$ cat src/rtl/uart_arb_pkg.sv
// uart_arb_pkg: shared FSM states and default widths for the UART TX arbiter.
package uart_arb_pkg;
  typedef enum logic [1:0] {
    IDLE      = 2'd0,
    LAUNCH    = 2'd1,
    WAIT_DONE = 2'd2
  } arb_state_t;
  localparam int DEF_DATA_W = 8;
endpackage

$ cat src/rtl/uart_tx_arbiter_rr_pick.sv
// rr_pick: combinational winner select; round-robin from last+1, or lowest index under UART_ARB_FIXED_PRIO_EN.
module rr_pick #(
  parameter int N_REQ = 4,
  parameter int ID_W  = $clog2(N_REQ)
) (
  input  logic [N_REQ-1:0] req,
  input  logic [ID_W-1:0]  last,
  output logic [ID_W-1:0]  winner,
  output logic             valid
);
`ifdef UART_ARB_FIXED_PRIO_EN
  logic unused_last;
  assign unused_last = ^last;
  always_comb begin
    winner = '0;
    valid  = |req;
    for (int i = N_REQ - 1; i >= 0; i--)
      if (req[i]) winner = ID_W'(i);
  end
`else
  logic [ID_W-1:0] idx;
  // Scan downward so the closest candidate after last is the final assignment.
  always_comb begin
    winner = '0;
    idx    = '0;
    valid  = |req;
    for (int i = N_REQ; i >= 1; i--) begin
      idx = ID_W'((int'(last) + i) % N_REQ);
      if (req[idx]) winner = idx;
    end
  end
`endif
endmodule

$ cat src/rtl/uart_tx_arbiter.sv
// uart_tx_arbiter: shares one uart_tx among N_REQ byte sources; UART_ARB_FIXED_PRIO_EN selects fixed priority.
module uart_tx_arbiter
  import uart_arb_pkg::*;
#(
  parameter int N_REQ  = 4,
  parameter int DATA_W = DEF_DATA_W,
  parameter int ID_W   = $clog2(N_REQ)
) (
  input  logic                    clk,
  input  logic                    reset,
  input  logic [N_REQ-1:0]        req,
  input  logic [N_REQ*DATA_W-1:0] req_data,
  output logic [N_REQ-1:0]        ack,
  output logic                    start,
  output logic [DATA_W-1:0]       tx_data,
  input  logic                    tx_busy,
  input  logic                    tx_done,
  output logic [ID_W-1:0]         grant_id,
  output logic                    busy
);
  arb_state_t        state, state_n;
  logic [ID_W-1:0]   pick_id, grant_n;
  logic              pick_valid, launch;
  logic [N_REQ-1:0]  ack_n;
  logic [DATA_W-1:0] tx_data_n;

  rr_pick #(.N_REQ(N_REQ), .ID_W(ID_W)) u_pick (
    .req    (req),
    .last   (grant_id),
    .winner (pick_id),
    .valid  (pick_valid)
  );

  always_comb begin
    launch    = (state == IDLE) && pick_valid && !tx_busy;
    ack_n     = launch ? (N_REQ'(1) << pick_id) : '0;
    tx_data_n = launch ? req_data[pick_id*DATA_W +: DATA_W] : tx_data;
    grant_n   = launch ? pick_id : grant_id;
    case (state)
      IDLE:      state_n = launch ? LAUNCH : IDLE;
      LAUNCH:    state_n = tx_done ? IDLE : WAIT_DONE;
      WAIT_DONE: state_n = tx_done ? IDLE : WAIT_DONE;
      default:   state_n = IDLE;
    endcase
  end

  always_ff @(posedge clk or posedge reset) begin
    if (reset) begin
      state    <= IDLE;
      start    <= 1'b0;
      ack      <= '0;
      tx_data  <= '0;
      grant_id <= ID_W'(N_REQ - 1);
      busy     <= 1'b0;
    end else begin
      state    <= state_n;
      start    <= launch;
      ack      <= ack_n;
      tx_data  <= tx_data_n;
      grant_id <= grant_n;
      busy     <= state_n != IDLE;
    end
  end
endmodule

$ cat config.mk
export PLATFORM = sky130hd
export DESIGN_NAME = uart_tx_arbiter
export DESIGN_NICKNAME = d
export VERILOG_FILES = /design/src/rtl/uart_arb_pkg.sv /design/src/rtl/uart_tx_arbiter_rr_pick.sv /design/src/rtl/uart_tx_arbiter.sv
export SDC_FILE = /design/constraint.sdc
export NUM_CORES = 1
export LEC_CHECK = 0
export CAP_MARGIN = 20
export CORE_MARGIN = 1.5
export CORE_UTILIZATION = 39
export CTS_CLUSTER_SIZE = 28
export DETAILED_ROUTE_END_ITERATION = 8
export PLACE_DENSITY = 0.86
export SLEW_MARGIN = 20
export SYNTH_ARGS = -nofsm -noshare
export SYNTH_HDL_FRONTEND = slang
export SYNTH_SLANG_ARGS = --single-unit
$ cat constraint.sdc
create_clock -name clk -period 2.6 [get_ports clk]
set_input_delay 0.39 -clock clk [delete_from_list [all_inputs] [get_ports clk]]
set_output_delay 0.39 -clock clk [all_outputs]
set_load 0.1 [all_outputs]
==> flow_metrics.py, run 1 <==
metrics = {
    "status": {
        "outcome": "finished, final reports clean",
    },
    "clocking": {
        "clockRootBuffer": "clkbuf_4",
        "cts_tree": "yes",
        "clk_pin_slew_ns": 0.10,
        "cts.sinks": 18,
        "clock_path_buffers": 2,
        "post_cts_resized": 0,
        "postCtsHoldBufs": 0,
        "clk_latency_ns": 0.29,
        "cts_inserted_buffers": 3,
        "htreeDepth": 1,
        "post_cts_buffers": 0,
    },
    "synthesis": {
        "synth.largest_area_cell": "dfrtp_1",
        "synth_nets": 150,
        "synthCells": 108,
        "synth.most_common_cell": "a211oi_1",
        "synth.avg_cell_area_um2": 9.87,
        "synthFlopType": "dfrtp_1",
        "ys_top_cells_by_count": "a211oi_1, dfrtp_1, inv_1",
        "synth_area_leaders": "dfrtp_1, a211oi_1, mux2i_1, dfstp_2, inv_1",
        "yosysWarnings": 0,
        "ys_ff_latch": 18,
        "ys_seq_area_share_pct": 42.5,
        "syn_area_um2": 1070,
        "synth-edff-count": 0,
        "ys_types": 29,
        "synth_top_area_share_pct": 37.6,
        "async_reset_ff_share_pct": 100,
    },
    "setup_path": {
        "critPathCaptureType": "register",
        "path_delay_family": "simple AND/OR/NAND/NOR gates",
        "crit_top_cell": "a211oi_1",
        "path_class": "input pin to register",
        "cp-start-kind": "input pin",
        "cp.required_ns": 2.76,
        "cp_slowest_cell": "clkdlybuf4s50_1",
        "cp_num_buf_inv": 1,
        "cp.arrival_ns": 2.32,
        "cp_max_fo": 11,
        "crit_path_max_incr_delay_ns": 0.58,
        "cp_cell_sequence": "clkdlybuf4s50_1 > nor4_1 > nor3b_2 > nand3_1 > a211oi_1 > a211oi_1",
    },
    "sta": {
        "rsz0062_at_grt": "false",
        "fin_worst_skew_ns": 0.000628,
        "post-route-period-util_pct": 83.1,
        "hold-worst-slack_ns": 0.491,
        "final_hold_viol_count": 0,
        "drv_slew": 0,
        "finalSetupViolCount": 0,
        "min_period_ns": 2.16,
        "fin_setup_tns_ns": 0,
        "worst_pin_slew_ns": 0.687,
        "timing.fmax_ghz": 0.463,
        "relSlewSlack_pct": 54.1,
    },
    "routing": {
        "wl_per_cell_um": 14.2,
        "via_count": 1004,
        "via_per_inst": 5.26,
        "drt-pass1-iter-count": 4,
        "initialDrtViolationCount": 24,
        "drc": 0,
        "detail-route-antenna-nets": 0,
        "wl_um": 2720,
    },
    "cells_and_area": {
        "instances_no_fill": 191,
        "layout-drive-gt1-share_pct": 18.0,
        "final_core_util_pct": 63.7,
        "syn2layout_area_growth_pct": 50.7,
        "diodes": 0,
        "fin_nets": 204,
    },
    "placement": {
        "dp_cells": 187,
        "place_congestion": 0.803,
        "hpwl_um": 2190,
        "io_buffers": 55,
    },
    "worst_hold_path": {
        "hold_class": "input pin to asynchronous set/reset pin",
    },
    "floorplan": {
        "die_w_um": 55.3,
        "die_h_um": 55.3,
        "rows": 18,
        "io_pins": 56,
        "start_util_pct": 42.3,
        "core_um2": 2520,
        "dieArea_um2": 3060,
    },
    "pwr": {
        "clock_power_share_pct": 9.0,
        "ir_worst_vdd_mv": 1.55,
        "powerDensity_nw_per_um2": 1190,
        "p_int_mw": 0.799,
        "netSwitchingFraction_pct": 58.1,
        "p_seq_share_pct": 24.0,
        "p_sw_mw": 1.11,
        "comb_power_share_pct": 67.0,
        "p_leak_nw": 0.719,
    },
    "global_route": {
        "grt_max_degree": 22,
        "antenna_found_initial": 0,
        "grt_pass1_wl_um": 4450,
        "grt_overflow": 0,
        "grt_pass1_vias": 1041,
        "grt_use_total_pct": 18.5,
    },
    "run": {
        "cap_violations": 0,
    },
}
[layout by cell type (no fill, tap or decap), types with 3 or more instances in the layout]
cell,n
dfrtp_1,16
nor2_1,10
a211oi_1,21
clkbuf_4,3
inv_1,14
clkdlybuf4s50_1,39
nand2_1,3
buf_4,17
mux2i_1,8
a211oi_2,3
[per-stage QoR]
stage          instance area (um2)  total power, mW  setup WS [ns]
2_1_floorplan                 1070             1.49          0.277
3_3_place_gp                  1570             1.72          0.266
3_5_place_dp                  1570             1.75          0.121
4_1_cts                       1610             1.92          0.448
5_1_grt                       1610             1.99          0.267
6_report                      1610             1.91          0.440
[state kept, by name, indices dropped and copies added, names as in the netlist]
register	flops
tx_data	8
ack	4
grant_id	2
state	2
busy	1
start	1
[power by group through the flow]
stage | Sequential, mW | Combinational (mW) | Clock [mW]
after floorplan | 1.14 | 0.351 | 0
after global placement | 0.457 | 1.26 | 0
after detailed placement | 0.459 | 1.29 | 0
after CTS | 0.458 | 1.28 | 0.175
after global routing | 0.470 | 1.33 | 0.187
final | 0.458 | 1.28 | 0.171
[final timing paths]
path,slack (ns),startpoint,depth (start not counted),to
worst min register to register,0.56,tx_data[2],2,tx_data[2]
worst min-delay path,0.49,reset,2,ack[2]
worst max register to register,0.49,grant_id[1],5,tx_data[4]
max in group asynchronous,1.67,reset,2,state[0]
min in group clk,0.56,tx_data[2],2,tx_data[2]
worst max-delay path,0.44,req[3],6,tx_data[4]
[layout make-up]
cell class	count	area [um2]
fill	225	916
timing repair buffer	56	518
multi-input combinational	68	505
sequential	18	453
inverter	15	56.3
tap	30	37.5
clock buffer	4	36.3
[routing by layer]
layer	vias to the layer above	part of all wire, %	wire [um]	GRT usage, %
met2	41	54	1480	35.0
li1	493	-	-	-
met4	0	0.70	19	5.23
met3	2	6.4	174	4.68
met1	468	39	1050	20.1
met5	-	0	0	0
[kinds of logic after synthesis]
group,Yosys count,synth area share (%)
compound gates,31,23.6
simple gates,26,12.9
buf+inv,22,10.1
flops,18,42.5
mux,9,8.57
fa+ha+maj,2,2.35
No activity file was read; power rests on OpenSTA's default activity.
==> inputs of run 2 (changes only) <==
- clock period: 2.6 -> 2.2 ns (I/O delays scaled with it)
==> flow_metrics.py, run 2 (synthesis gave the netlist of run 1 again) <==
metrics = {
    "clocking": {
        "clk_latency_ns": 0.29,
        "clockRootBuffer": "clkbuf_4",
        "cts_inserted_buffers": 3,
        "cts_tree": "yes",
        "htreeDepth": 1,
        "clock_path_buffers": 2,
        "postCtsHoldBufs": 0,
        "post_cts_buffers": 0,
        "cts.sinks": 18,
        "clk_pin_slew_ns": 0.10,
    },
    "sta": {
        "final_hold_viol_count": 0,
        "setup_ws_ns": 0.162,
        "hold-worst-slack_ns": 0.440,
        "worst_pin_slew_ns": 0.689,
        "fin_worst_skew_ns": 0.00375,
        "relSlewSlack_pct": 54.0,
        "finalSetupViolCount": 0,
        "drv_slew": 0,
        "rsz0062_at_grt": "false",
        "fin_setup_tns_ns": 0,
        "min_period_ns": 2.04,
        "post-route-period-util_pct": 92.6,
        "timing.fmax_ghz": 0.491,
    },
    "floorplan": {
        "die_w_um": 55.3,
        "start_util_pct": 42.3,
        "dieArea_um2": 3060,
        "rows": 18,
        "io_pins": 56,
        "core_um2": 2520,
        "die_h_um": 55.3,
    },
    "setup_path": {
        "cp.required_ns": 2.40,
        "critPathCaptureType": "register",
        "crit_path_max_incr_delay_ns": 0.67,
        "cp_num_buf_inv": 0,
        "cp-start-kind": "register",
        "cp_cell_sequence": "mux2_4 > a32o_1 > a21o_4 > mux2i_1 > a211oi_1",
        "cp_max_fo": 21,
        "cp_slowest_cell": "dfstp_4",
        "path_class": "register to register",
        "cp.arrival_ns": 2.24,
        "path_delay_family": "compound AO/OA/AOI/OAI gates",
    },
    "pwr": {
        "p_int_mw": 0.954,
        "p_sw_mw": 1.32,
        "powerDensity_nw_per_um2": 1370,
        "clock_power_share_pct": 7.6,
        "comb_power_share_pct": 68.3,
        "p_leak_nw": 0.751,
        "netSwitchingFraction_pct": 58.0,
        "ir_worst_vdd_mv": 1.29,
        "p_seq_share_pct": 24.0,
    },
    "global_route": {
        "grt_use_total_pct": 19.0,
        "grt_pass1_wl_um": 4640,
        "antenna_found_initial": 0,
        "gr-max-usage-layer": "met2",
        "use_met1_pct": 19.9,
        "grt_use_met2_pct": 37.4,
        "grt_overflow": 0,
        "grt_pass1_vias": 1094,
        "grt_max_degree": 22,
        "grt.met3_usage_pct": 3.98,
    },
    "routing": {
        "detail-route-antenna-nets": 0,
        "drt-pass1-iter-count": 4,
        "via_per_inst": 5.27,
        "initialDrtViolationCount": 25,
        "wl_um": 2720,
        "wl_per_cell_um": 13.7,
        "via_count": 1044,
        "drc": 0,
    },
    "placement": {
        "io_buffers": 55,
        "place_congestion": 0.779,
        "post_dp_cell_area_um2": 1630,
        "post-place-ws_ns": -0.00849,
        "hpwl_um": 2240,
    },
    "cells_and_area": {
        "seqCellArea_um2": 457,
        "reg_top3": "tx_data (8), ack (4)",
        "regMostFlops": "tx_data",
        "design_area_um2": 1660,
        "fin_nets": 211,
        "nFillCells": 217,
        "layout_commonest_cell": "clkdlybuf4s50_1",
        "final_cell_mix": "clkdlybuf4s50_1, buf_4, a211oi_1, dfrtp_1, inv_1",
        "largest_register_ffs": 8,
        "final_core_util_pct": 65.7,
        "layout-drive-gt1-share_pct": 21.4,
        "multi_input_area_um2": 509,
        "diodes": 0,
        "syn2layout_area_growth_pct": 55.4,
    },
    "run": {
        "cap_violations": 0,
    },
    "worst_hold_path": {
        "hold_class": "input pin to asynchronous set/reset pin",
    },
    "status": {
        "outcome": "finished, final reports clean",
    },
}
-- run 2: cell count changes in the layout (fill, tap and decap cells not counted), sizes merged --
| cell | delta |
|---|---|
| buf | +7 |
-- run 2: metrics by stage --
stage / instances / total power, mW
after global placement: 194 / 2.09
after floorplan: 108 / 1.77
after CTS: 198 / 2.29
after detailed placement: 194 / 2.11
after global routing: 198 / 2.37
final: 198 / 2.27
-- run 2: final cells by class --
class / instances / area share, %
Timing Repair Buffer: 63 / 34.4
Multi-Input combinational cell: 68 / 30.7
Sequential cell: 18 / 27.6
Inverter: 15 / 3.40
Tap cell: 30 / 2.27
Clock buffer: 4 / 1.59
-- run 2: worst paths after layout --
kind / startpoint / endpoint / slack, ns / cells past startpoint
setup / recovery: grant_id[1] / tx_data[6] / 0.16 / 5
hold / removal: reset / ack[3] / 0.44 / 2
setup reg to reg: grant_id[1] / tx_data[6] / 0.16 / 5
hold reg to reg: tx_data[1] / tx_data[1] / 0.57 / 2
max in group asynchronous: reset / tx_data[7] / 1.32 / 2
min in group clk: tx_data[1] / tx_data[1] / 0.57 / 2
-- run 2: power groups by stage --
stage	clock, mW	combinational [mW]	sequential, mW
finish	0.174	1.55	0.546
global route	0.195	1.62	0.563
CTS	0.178	1.56	0.548
detailed placement	0	1.56	0.553
global placement	0	1.54	0.547
floorplan	0	0.420	1.35
-- run 2: repair_timing --
action	in CTS	in global routing
gates resized for setup	0	0
endpoints found under the setup margin	0	1
endpoints found under the hold margin	0	0
-- run 2: routing by layer --
layer | up-vias | wire length, um
met5 | - | 0
met4 | 0 | 8
met3 | 2 | 211
met2 | 47 | 1480
met1 | 488 | 1020
li1 | 507 | -
==> inputs of run 3 (changes only) <==
- HOLD_SLACK_MARGIN: unset -> 0.05
==> results of run 3 <==
No change in the layout: final DEF, timing and power equal those of run 2.
